`src/rtl/uart_rx_byte_if.sv`:
```
// Byte-level view of the UART receiver: serial line in, framed byte and status strobes out.
// The receiver binds to the slave modport; whatever drives the line binds to master.
interface uart_rx_byte_if;
  logic       rx_i;
  logic [7:0] rx_byte;
  logic       received;
  logic       frame_err;
  logic       busy;

  modport master (
    output rx_i,
    input  rx_byte,
    input  received,
    input  frame_err,
    input  busy
  );

  modport slave (
    input  rx_i,
    output rx_byte,
    output received,
    output frame_err,
    output busy
  );
endinterface

```
`src/rtl/uart_rx_byte.sv`:
```
// 8N1 UART receiver: 16x oversampling, 3-sample majority vote, false-start rejection,
// framing-error detection with a wait-for-idle guard against break conditions.
module uart_rx_byte #(
  parameter int CLK_FREQ = 100000000,
  parameter int BAUD     = 115200,
  parameter int DIV      = CLK_FREQ / (BAUD * 16)
) (
  input logic            clk_i,
  input logic            rst_n_i,
  uart_rx_byte_if.slave  bus
);

  localparam int               DIV_W    = (DIV > 1) ? $clog2(DIV) : 1;
  localparam logic [DIV_W-1:0] DIV_LAST = DIV_W'(DIV - 1);

  typedef enum logic [2:0] {
    IDLE,
    START,
    DATA,
    STOP,
    WAIT_HIGH
  } state_t;

  state_t           state_q, state_d;
  logic             rx_meta, rx_s;
  logic [DIV_W-1:0] div_cnt;
  logic [3:0]       smp_cnt;
  logic [2:0]       bit_cnt;
  logic             smp7, smp8;
  logic [7:0]       shift_q;
  logic [7:0]       rx_byte_q;
  logic             received_q, frame_err_q;

  logic busy_int, tick, tick9, vote;
  logic enter_start, shift_en, load_byte, set_err;

  // Two-flop synchronizer, preset to the idle-high line level so reset never looks like a start bit.
  always_ff @(posedge clk_i or negedge rst_n_i) begin
    if (!rst_n_i) begin
      rx_meta <= 1'b1;
      rx_s    <= 1'b1;
    end else begin
      // NOTE: non-blocking so both flops sample the pre-edge values and form a real two-stage chain.
      rx_meta <= bus.rx_i;
      rx_s    <= rx_meta;
    end
  end

  assign busy_int = (state_q != IDLE);
  assign tick     = busy_int && (div_cnt == DIV_LAST);
  assign tick9    = tick && (smp_cnt == 4'd9);
  assign vote     = (smp7 & smp8) | (smp7 & rx_s) | (smp8 & rx_s);

  always_ff @(posedge clk_i or negedge rst_n_i) begin
    if (!rst_n_i) state_q <= IDLE;
    else          state_q <= state_d;
  end

  always_comb begin
    // NOTE: every output of this block gets a default first; a path that skips an assignment would infer a latch.
    state_d     = state_q;
    enter_start = 1'b0;
    shift_en    = 1'b0;
    load_byte   = 1'b0;
    set_err     = 1'b0;
    unique case (state_q)
      IDLE: begin
        if (!rx_s) begin
          state_d     = START;
          enter_start = 1'b1;
        end
      end
      START: begin
        if (tick9) state_d = vote ? IDLE : DATA;
      end
      DATA: begin
        if (tick9) begin
          shift_en = 1'b1;
          if (bit_cnt == 3'd7) state_d = STOP;
        end
      end
      STOP: begin
        // Leaving mid-stop-bit lets an immediately following start edge be caught.
        if (tick9) begin
          if (vote) begin
            load_byte = 1'b1;
            state_d   = IDLE;
          end else begin
            set_err = 1'b1;
            state_d = WAIT_HIGH;
          end
        end
      end
      WAIT_HIGH: begin
        if (rx_s) state_d = IDLE;
      end
      default: state_d = IDLE;
    endcase
  end

  always_ff @(posedge clk_i or negedge rst_n_i) begin
    if (!rst_n_i) begin
      div_cnt     <= '0;
      smp_cnt     <= '0;
      bit_cnt     <= '0;
      smp7        <= 1'b1;
      smp8        <= 1'b1;
      shift_q     <= '0;
      rx_byte_q   <= '0;
      received_q  <= 1'b0;
      frame_err_q <= 1'b0;
    end else begin
      received_q  <= load_byte;
      frame_err_q <= set_err;

      if (enter_start) begin
        div_cnt <= '0;
        smp_cnt <= '0;
        bit_cnt <= '0;
      end else if (busy_int) begin
        div_cnt <= tick ? '0 : div_cnt + 1'b1;
        if (tick) smp_cnt <= smp_cnt + 4'd1;
        if (shift_en) bit_cnt <= bit_cnt + 3'd1;
      end

      if (tick && smp_cnt == 4'd7) smp7 <= rx_s;
      if (tick && smp_cnt == 4'd8) smp8 <= rx_s;

      // LSB arrives first, so shift right and insert at the top.
      if (shift_en)  shift_q   <= {vote, shift_q[7:1]};
      if (load_byte) rx_byte_q <= shift_q;
    end
  end

  assign bus.rx_byte   = rx_byte_q;
  assign bus.received  = received_q;
  assign bus.frame_err = frame_err_q;
  assign bus.busy      = busy_int;

endmodule

```
`src/flat_wrapper.sv`:
```
// flat-port wrapper written by rule: the top's interface ports become plain ports
module uart_rx_byte_flat 
#(
  parameter int CLK_FREQ = 100000000,
  parameter int BAUD     = 115200,
  parameter int DIV      = CLK_FREQ / (BAUD * 16)
)
  (clk_i, rst_n_i, bus_rx_i, bus_rx_byte, bus_received, bus_frame_err, bus_busy);
  uart_rx_byte_if bus_i ();
  input logic clk_i;
  input logic rst_n_i;
  input wire logic [$bits(bus_i.rx_i)-1:0] bus_rx_i;
  output wire logic [$bits(bus_i.rx_byte)-1:0] bus_rx_byte;
  output wire logic [$bits(bus_i.received)-1:0] bus_received;
  output wire logic [$bits(bus_i.frame_err)-1:0] bus_frame_err;
  output wire logic [$bits(bus_i.busy)-1:0] bus_busy;
  assign bus_i.rx_i = bus_rx_i;
  assign bus_rx_byte = bus_i.rx_byte;
  assign bus_received = bus_i.received;
  assign bus_frame_err = bus_i.frame_err;
  assign bus_busy = bus_i.busy;
  uart_rx_byte #(.CLK_FREQ(CLK_FREQ), .BAUD(BAUD), .DIV(DIV)) u_core (.clk_i(clk_i), .rst_n_i(rst_n_i), .bus(bus_i));
endmodule
```
`config.mk`:
```
export PLATFORM = sky130hd
export DESIGN_NAME = uart_rx_byte_flat
export DESIGN_NICKNAME = d
export VERILOG_FILES = /design/src/rtl/uart_rx_byte_if.sv /design/src/rtl/uart_rx_byte.sv /design/src/flat_wrapper.sv
export SDC_FILE = /design/constraint.sdc
export NUM_CORES = 1
export LEC_CHECK = 0
export ABC_CLOCK_PERIOD_IN_PS = 3830
export BUFFER_PORTS_ARGS = -buffer_cell sky130_fd_sc_hd__buf_2
export CAP_MARGIN = 20
export CORE_ASPECT_RATIO = 1.2
export CORE_MARGIN = 2
export CORE_UTILIZATION = 35
export CTS_CLUSTER_DIAMETER = 60
export CTS_CLUSTER_SIZE = 30
export DETAILED_ROUTE_END_ITERATION = 12
export PLACE_DENSITY = 0.6
export SLEW_MARGIN = 5
export SYNTH_ARGS = -nofsm -noshare
export SYNTH_HDL_FRONTEND = slang
export SYNTH_SLANG_ARGS = --single-unit
```
`constraint.sdc`:
```
create_clock -name clk_i -period 3.83 [get_ports clk_i]
set_input_delay 0.383 -clock clk_i [delete_from_list [all_inputs] [get_ports clk_i]]
set_output_delay 0.383 -clock clk_i [all_outputs]
set_load 0.005 [all_outputs]
```
Word level (Yosys, flattened, before mapping). Cells that the tools add are included.

Flip-flop bits (word level): 38. Bits of input ports: 3. Logic and storage cells: 75.

Add/sub/neg operators: 3. Eq/ne operators: 15. Muxes and demuxes: 28. Bitwise operators: 5. Reductions and logical operators: 12.

Operator list (count): 2-to-1 mux 3 bit (10); 2-to-1 mux 6 bit (3); case mux 3 bit (5 select lines) (1); 2-to-1 mux 4 bit (3); 2-to-1 mux 1 bit (10); inequality test 2 x 1 -> 1 bit, second input constant (5); == test 4 bit, second input constant (2); adder 6 x 1 -> 6 bit, second input constant (1); == test 3 x 2 -> 1 bit, second input constant (2); == test 3 bit, second input constant (2); == test 6 bit, second input constant (1); AND reduction 6 bit (1); nonzero test 2 bit (3); adder 4 x 1 -> 4 bit, second input constant (1); == test 4 x 3 -> 1 bit, second input constant (1); logical AND 1 bit (4); AND reduction 2 bit (2); adder 3 x 1 -> 3 bit, second input constant (1); AND 1 bit (3); == test 3 x 1 -> 1 bit, second input constant (1); logical NOT 3 bit (1); nonzero test 3 bit (1); 2-to-1 mux 2 bit (1); inequality test 2 bit, second input constant (1); OR 1 bit (2).

Longest topological paths before layout. Gate-level depths: netlist of run 1.

Depth after elaboration: 8. Gate-level depth with buffers: 8.

Worst setup path before layout of run 1. No wires, ideal clock.

Kind: register to register. Start point: register u_core.div_cnt[1]. End point: register u_core.rx_byte_q[0] (netlist: u_core.bus.rx_byte[0]). Arrival time: 1.579 ns. Required time: 3.705 ns. Slack: 2.127 ns. Cell stages (with the launch flop): 8. Period minus slack after synthesis: 1.703 ns. Path through: dfrtp_1 inv_1 ha_1 and4b_1 buf_6 nand3_1 nor2_4 mux2_2.

Cells in the longest elaborated chain, start to end: 5.

Ends and longest elaborated chain: start: declaration (RTL line uart_rx_byte.sv:26) `logic [DIV_W-1:0] div_cnt;`; start signal: assignment (RTL line uart_rx_byte.sv:121) `div_cnt <= tick ? '0 : div_cnt + 1'b1;`; == test 6 bit (RTL line uart_rx_byte.sv:50) `assign tick = busy_int && (div_cnt == DIV_LAST);`; logical AND 1 bit (RTL line uart_rx_byte.sv:50); logical AND 1 bit (RTL line uart_rx_byte.sv:51) `assign tick9 = tick && (smp_cnt == 4'd9);`; 2-to-1 mux 1 bit (RTL line uart_rx_byte.sv:84) `if (tick9) begin`; 2-to-1 mux 1 bit (RTL line uart_rx_byte.sv:66) `unique case (state_q)`; end signal: assignment (RTL line uart_rx_byte.sv:131) `if (load_byte) rx_byte_q <= shift_q;`; end: declaration (RTL line uart_rx_byte.sv:31) `logic [7:0] rx_byte_q;`.

Every way passes these cells. A chain may end at the register's enable or synchronous reset.

Final worst setup path of run 1.
Start point: register u_core.div_cnt[1]. End point: register u_core.rx_byte_q[2] (netlist: u_core.bus.rx_byte[2]).

Same word-level chain as after synthesis.

==> impl_results.md, run 1 <==
* Outcome: complete, no violations
* Static leakage at 0.992 nW
* Flop pwr share at about 50%
* TritonCTS clock tree: yes
* Peak Freq at between 0.5 and 0.6 GHz
* Main flop type after synthesis: dfrtp_1
* Slowest stage cell on the critical path: dfrtp_1
* Post-synthesis xor/xnor area fraction at less than 1%
* Post-Syn Instances at approximately 150
* Post-route ant nets at 0
* # diodes at 0
* Die H at 81.7 um
* Initial Util at roughly 36%
* H-tree depth at 2
* Grt ovf at 0
* Insertion delay to the later sink of the worst-skew pair at ~0.29 ns
* DRC Markers at 0
* Post-synthesis mux area share at around 13%
* Clk pwr share at a little under 50%
* Placed wire-length estimate at 2250 um
* Slew Limit Fails at 0
* Max Cap Viol at 0
* Resize count post-CTS at 0
* Worst setup SP type: register
* Post-synth EDFFs at 0
* Number of antenna violations at the first check in global routing at 0
* Via Count at between 1000 and 1500
* Max incr delay on CP at approximately 0.4 ns
* Reg clk slew, reported paths at roughly 0.07 ns
* Postcts setup bufs at 0
* Floorplan core area at about 4900 sq um
* Area contributors post-synth: dfrtp_1, mux2_2, dfstp_2
* Cts bufs inserted at 5
* Area growth syn-to-layout at 13.9%
* DIE AREA at ~5600 sq um
* DR vias/cell at about 5.2
* Cell taking the most area after synthesis: dfrtp_1
* Peak VDD IR at between 100 and 150 uV
* Layout cells sized above 1 at 29.0%
* P per Cell Area at between 400 and 500 nW/um^2
* Vias in the first global route at about 1200
* Crit path arrival time at 2.15 ns
* Synth Area in Simple Gates at between 15 and 20%
* Worst path cell trace: inv_1, ha_1, and4b_1, nand3_1, nor2_4, mux2_2
* Sequential area share after synthesis at around 54%
* Final WS setup at 1.85 ns
* Reg2reg setup slack at ~1.9 ns
* Min Tclk post-route at around 2.0 ns
* Async S/R FF share, synth at 100%
* Starting DRT DRC Count at around 70
* Synth top area share at about half
* Net Count, Synth at 155
* DRT Pass-1 Iters at 4
* Largest family of logic cells by synthesized area: simple AND/OR/NAND/NOR gates
* Die W at just under 70 um
* Synth cell types at 39
* CP required at ~4 ns
* Synthesized flop and latch total at 38
* Worst-margin pin slew at ~0.84 ns
* Final number of hold-violating endpoints at 0
* GPL Wtd Cong at between 0.7 and 0.8
* Synth Area in Compound Gates at under 10%
* Sw Share at between 10% and 20%
* Final setup vio count at 0
* Top-level port count at 14
* Period utilisation layout at approximately half
* NetSw at roughly 0.00015 W
* Cell row count at 28
* Clock root buffer: clkbuf_8
* Largest net degree at the start of global routing at 39
* Tightest Hold Check Type: input pin to register
* Gate power share at 1.1%
* Setup TNS at 0 ns
* Worst setup EP type: register
* Nets at approximately 170
* Synthesized-area fraction occupied by adder cells at 5.54%
* Worst-path fanout max at 9
* P_int at 0.000665 W
* Worst Skew at between 0.005 and 0.006 ns
* Total Routing Usage GR at a little over an eighth
* Clock Sinks at 38
* First-pass GRT wire length at 5440 um
* CTS Buffer Depth at 2
* Fillers at 488
* RSZ-0062 raised after global routing: no
* Syn avg cell area at 12.1 sq um
* Mapped Area at 1760 sq um
* CTS hold repair buffers at 0
* Routed len/inst at 14.0 um
* Synth warn at 0
* Crit Path Class: register to register
* Place WS at around 1.9 ns
* Port buffer count at 13
* Slew headroom at 44.3%
* Final WL at 3120 um
flip-flops by register name, indices dropped and copies added, names as in the netlist:
name	flops
u_core.rx_s	1
u_core.bus.rx_byte	8
u_core.bus.frame_err	1
u_core.smp8	1
u_core.state_q	3
u_core.smp7	1
u_core.rx_meta	1
u_core.bus.received	1
u_core.shift_q	8
u_core.bit_cnt	3
u_core.div_cnt	6
u_core.smp_cnt	4
cell type report:
type                            count  area, sq um  area share (%)
Sequential cell                    38          956            47.6
Timing Repair Buffer               13         65.1            3.24
Multi-Input combinational cell     96          747            37.2
Clock buffer                        5         68.8            3.43
Inverter                            7         26.3            1.31
Tap cell                           60         75.1            3.74
Clock inverter                      3         68.8            3.43
layout by cell type (no fill, tap or decap), drive strengths merged, types with 3 or more instances in the layout:
cell    netlist  layout
inv           7       7
nor4          3       3
a31oi         4       4
mux2         18      18
buf           4      13
a21oi         5       5
dfstp         4       4
nand2         7       7
o21ai         8       8
clkbuf        0       5
ha            7       7
dfrtp        34      34
nand4         5       5
nand3         3       3
or3           3       3
nor2          9       9
power by group through the flow:
stage | sequential (W) | combinational, W | clock [W]
floorplan | 0.000412 | 0.000000403 | 0
global placement | 0.000412 | 0.00000891 | 0
detailed placement | 0.000412 | 0.00000950 | 0
CTS | 0.000404 | 0.00000944 | 0.000415
global route | 0.000405 | 0.0000106 | 0.000440
finish | 0.000404 | 0.00000874 | 0.000404
final timing paths:
check,from,end,depth (start not counted)
max,u_core.div_cnt[1]$_DFFE_PN0P_,u_core.bus.rx_byte[2]$_DFFE_PN0P_,6
max in group asynchronous,rst_n_i,u_core.smp_cnt[3]$_DFFE_PN0P_,1
min,bus_rx_i,u_core.rx_meta$_DFF_PN1_,1
min reg2reg,u_core.rx_meta$_DFF_PN1_,u_core.rx_s$_DFF_PN1_,0
max reg2reg,u_core.div_cnt[1]$_DFFE_PN0P_,u_core.bus.rx_byte[2]$_DFFE_PN0P_,6
min in group asynchronous,rst_n_i,u_core.shift_q[0]$_DFFE_PN0P_,1
synth_stat cells (2+ instances only):
cell type and instances:
nand3_1 3, buf_6 2, dfrtp_1 34, ha_1 7
nand4b_1 2, nor4_1 3, o21ai_0 8, nand3b_1 2
mux2_1 2, nand2b_1 2, or3_1 3, a31oi_1 4
buf_2 2, dfstp_2 4, nor2_1 8, a21oi_1 5
nand4_1 4, nand2_1 7, inv_1 7, mux2_2 16
mux2i_1 2
through the flow:
step	hold slack, ns	power (W)	instances	utilization [%]	area [sq um]
6_report	0.184	0.000817	222	40.9	2010
5_1_grt	0.165	0.000856	222	40.9	2010
4_1_cts	0.174	0.000829	222	40.9	2010
3_5_place_dp	0.349	0.000422	214	38.1	1870
3_3_place_gp	0.346	0.000421	214	38.1	1870
2_1_floorplan	0.0874	0.000412	145	-	1760
worst max-delay path, delay by kind of cell, from the launching register on:
family / cells / cell delay [ns]
DFF: 1 / 0.41
and+or+nand+nor: 3 / 0.83
buffers and inverters: 1 / 0.08
adders and majority gates: 1 / 0.16
muxes: 1 / 0.37
metal layers:
layer	routed length, um	up-vias	GRT usage, %
met3	119	7	4.52
li1	-	554	-
met5	0	-	0
met4	62	0	5.49
met1	1340	576	15.4
met2	1600	25	21.7
cell families (layout without fill, tap and decap cells):
group / after synthesis / after routing
compound gates: 23 / 23
xor+xnor: 1 / 1
fa+ha+maj: 8 / 8
buf+inv: 11 / 28
flops: 38 / 38
mux: 20 / 20
simple gates: 44 / 44
Power figures use the tool's default switching activity.
==> inputs of run 2 (changes only) <==
- ABC_CLOCK_PERIOD_IN_PS: 3830 -> 2000
- clock period: 3.83 -> 2 ns (I/O delays scaled with it)
==> impl_results.md, run 2 (synthesis gave the netlist of run 1 again) <==
* DR vias/cell at roughly 5.1
* NetSw at 0.000286 W
* Outcome: complete, but fails checks
* Final WL at ~3000 um
* Reg area at 956 sq um
* Grt ovf at 0
* Area growth syn-to-layout at 15.8%
* Slew headroom at roughly 46%
* Hold slack at -0.00340 ns
* Worst setup SP type: register
* Insertion delay to the later sink of the worst-skew pair at slightly below 0.3 ns
* Total Routing Usage GR at roughly an eighth
* Die W at 68.8 um
* Worst Skew at around 0.0094 ns
* P_int at roughly 0.0013 W
* Port buffer count at 13
* Place WS at 0.158 ns
* Reg2reg setup slack at about 0.18 ns
* Max incr delay on CP at a little over 0.4 ns
* Final number of hold-violating endpoints at 11
* Cell row count at 28
* Max Cap Viol at 0
* GPL Wtd Cong at between 0.8 and 0.9
* Clock Sinks at 38
* Worst-case reg-to-reg path depth at 7
* Resize count post-CTS at 0
* Placed wire-length estimate at 2220 um
* Clock root buffer: clkbuf_8
* RSZ-0062 raised after global routing: no
* Final core utilization at 41.6%
* H-tree depth at 2
* Reg clk slew, reported paths at 0.08 ns
* Sw Share at 18.4%
* Crit Path Class: register to register
* Multi-input gate area at roughly 750 sq um
* DRC Markers at 0
* Nets at 175
* Commonest non-fill, non-tap cells in the layout: dfrtp_1, mux2_2, buf_2
* Worst-margin pin slew at between 0.8 and 0.9 ns
* Setup TNS at 0 ns
* Final setup vio count at 0
* Cts bufs inserted at 5
* Worst-path fanout max at 6
* Static leakage at 1.01 nW
* Via Count at ~1200
* Die H at between 80 and 90 um
* Vias in the first global route at 1188
* Layout cells sized above 1 at 30.1%
* Min Tclk post-route at between 1.5 and 2 ns
* CP Buf/Inv Count at 2
* DRT Pass-1 Iters at 4
* CTS Buffer Depth at 2
* Peak Freq at around 0.55 GHz
* Failing checks: hold timing
* Tightest Hold Check Type: input pin to async pin
* Routed len/inst at 13.2 um
* Fillers at a little under 500
* CP required at 2.21 ns
* Delay-heaviest family, CP: simple AND/OR/NAND/NOR gates
* Period utilisation layout at between 90% and 100%
* Reg2reg end: u_core.smp8$_DFFE_PN1P_
* Slew Limit Fails at 0
* Fin cells at 226
* Number of antenna violations at the first check in global routing at 0
* R2r startpoint: u_core.div_cnt[1]$_DFFE_PN0P_
* Largest net degree at the start of global routing at 39
* Peak VDD IR at 327 uV
* Initial Util at roughly 36%
* Most common cell after layout, fill and taps aside: dfrtp_1
* Slowest stage cell on the critical path: dfrtp_1
* Worst setup EP type: register
* Top-level port count at 14
* Crit path arrival time at 2.03 ns
* Flop pwr share at 49.6%
* Post-route ant nets at 0
* P per Cell Area at 765 nW/um^2
* First-pass GRT wire length at 5310 um
* Worst path cell trace: inv_1, ha_1, and4b_1, buf_4, and3_4, nand4b_1, mux2_1
* Gate power share at roughly 1.1%
* Starting DRT DRC Count at between 50 and 60
* # diodes at 0
* DIE AREA at roughly 5600 sq um
* Floorplan core area at between 4000 and 5000 sq um
* Clk pwr share at approximately 50%
* Placed cell count at between 200 and 250
* Final WS setup at about 0.18 ns
* Worst setup startpoint: u_core.div_cnt[1]$_DFFE_PN0P_
* TritonCTS clock tree: yes
-- run 2: per-layer routing --
layer / track usage (%) / share of wire (%) / up-vias
met5: 0 / 0 / -
met4: 5.88 / 1.9 / 0
met3: 4.93 / 5.4 / 5
met2: 21.9 / 48 / 29
met1: 14.5 / 44 / 553
li1: - / - / 566
-- run 2: worst max-delay path by stage --
stage / slack [ns] / to / cells past startpoint
after floorplan: 0.30 / u_core.bus.rx_byte[0]$_DFFE_PN0P_ / 7
after global placement: 0.22 / u_core.bus.rx_byte[2]$_DFFE_PN0P_ / 6
after detailed placement: 0.16 / u_core.bus.rx_byte[4]$_DFFE_PN0P_ / 6
after CTS: 0.16 / u_core.bus.rx_byte[4]$_DFFE_PN0P_ / 6
after global routing: 0.07 / u_core.bus.rx_byte[6]$_DFFE_PN0P_ / 6
final: 0.18 / u_core.smp8$_DFFE_PN1P_ / 7
-- run 2: power by group through the flow --
stage                     clock network, W  registers [W]    logic (W)
after floorplan                          0       0.000788  0.000000771
final                             0.000769       0.000774    0.0000178
after global routing              0.000828       0.000775    0.0000220
after CTS                         0.000793       0.000774    0.0000192
after global placement                   0       0.000789    0.0000172
after detailed placement                 0       0.000789    0.0000178
-- run 2: per-stage QoR --
| stage | instance area [sq um] | power [W] |
|---|---|---|
| after floorplan | 1760 | 0.000789 |
| after global placement | 1890 | 0.000806 |
| after detailed placement | 1890 | 0.000807 |
| after CTS | 2040 | 0.00159 |
| after global routing | 2040 | 0.00162 |
| final | 2040 | 0.00156 |
-- run 2: layout make-up --
class,instances,area share [%]
multi-input cells,96,36.6
flip-flops and latches,38,46.9
clock inverters,3,3.37
inverters,7,1.29
clock buffers,5,3.37
well taps,60,3.68
repair buffers,17,4.79
-- run 2: timing repair --
| action | 4_1_cts | 5_1_grt |
|---|---|---|
| hold buffers | 1 | 0 |
| endpoints found under the hold margin | 1 | 0 |
| buffers inserted | 0 | 0 |
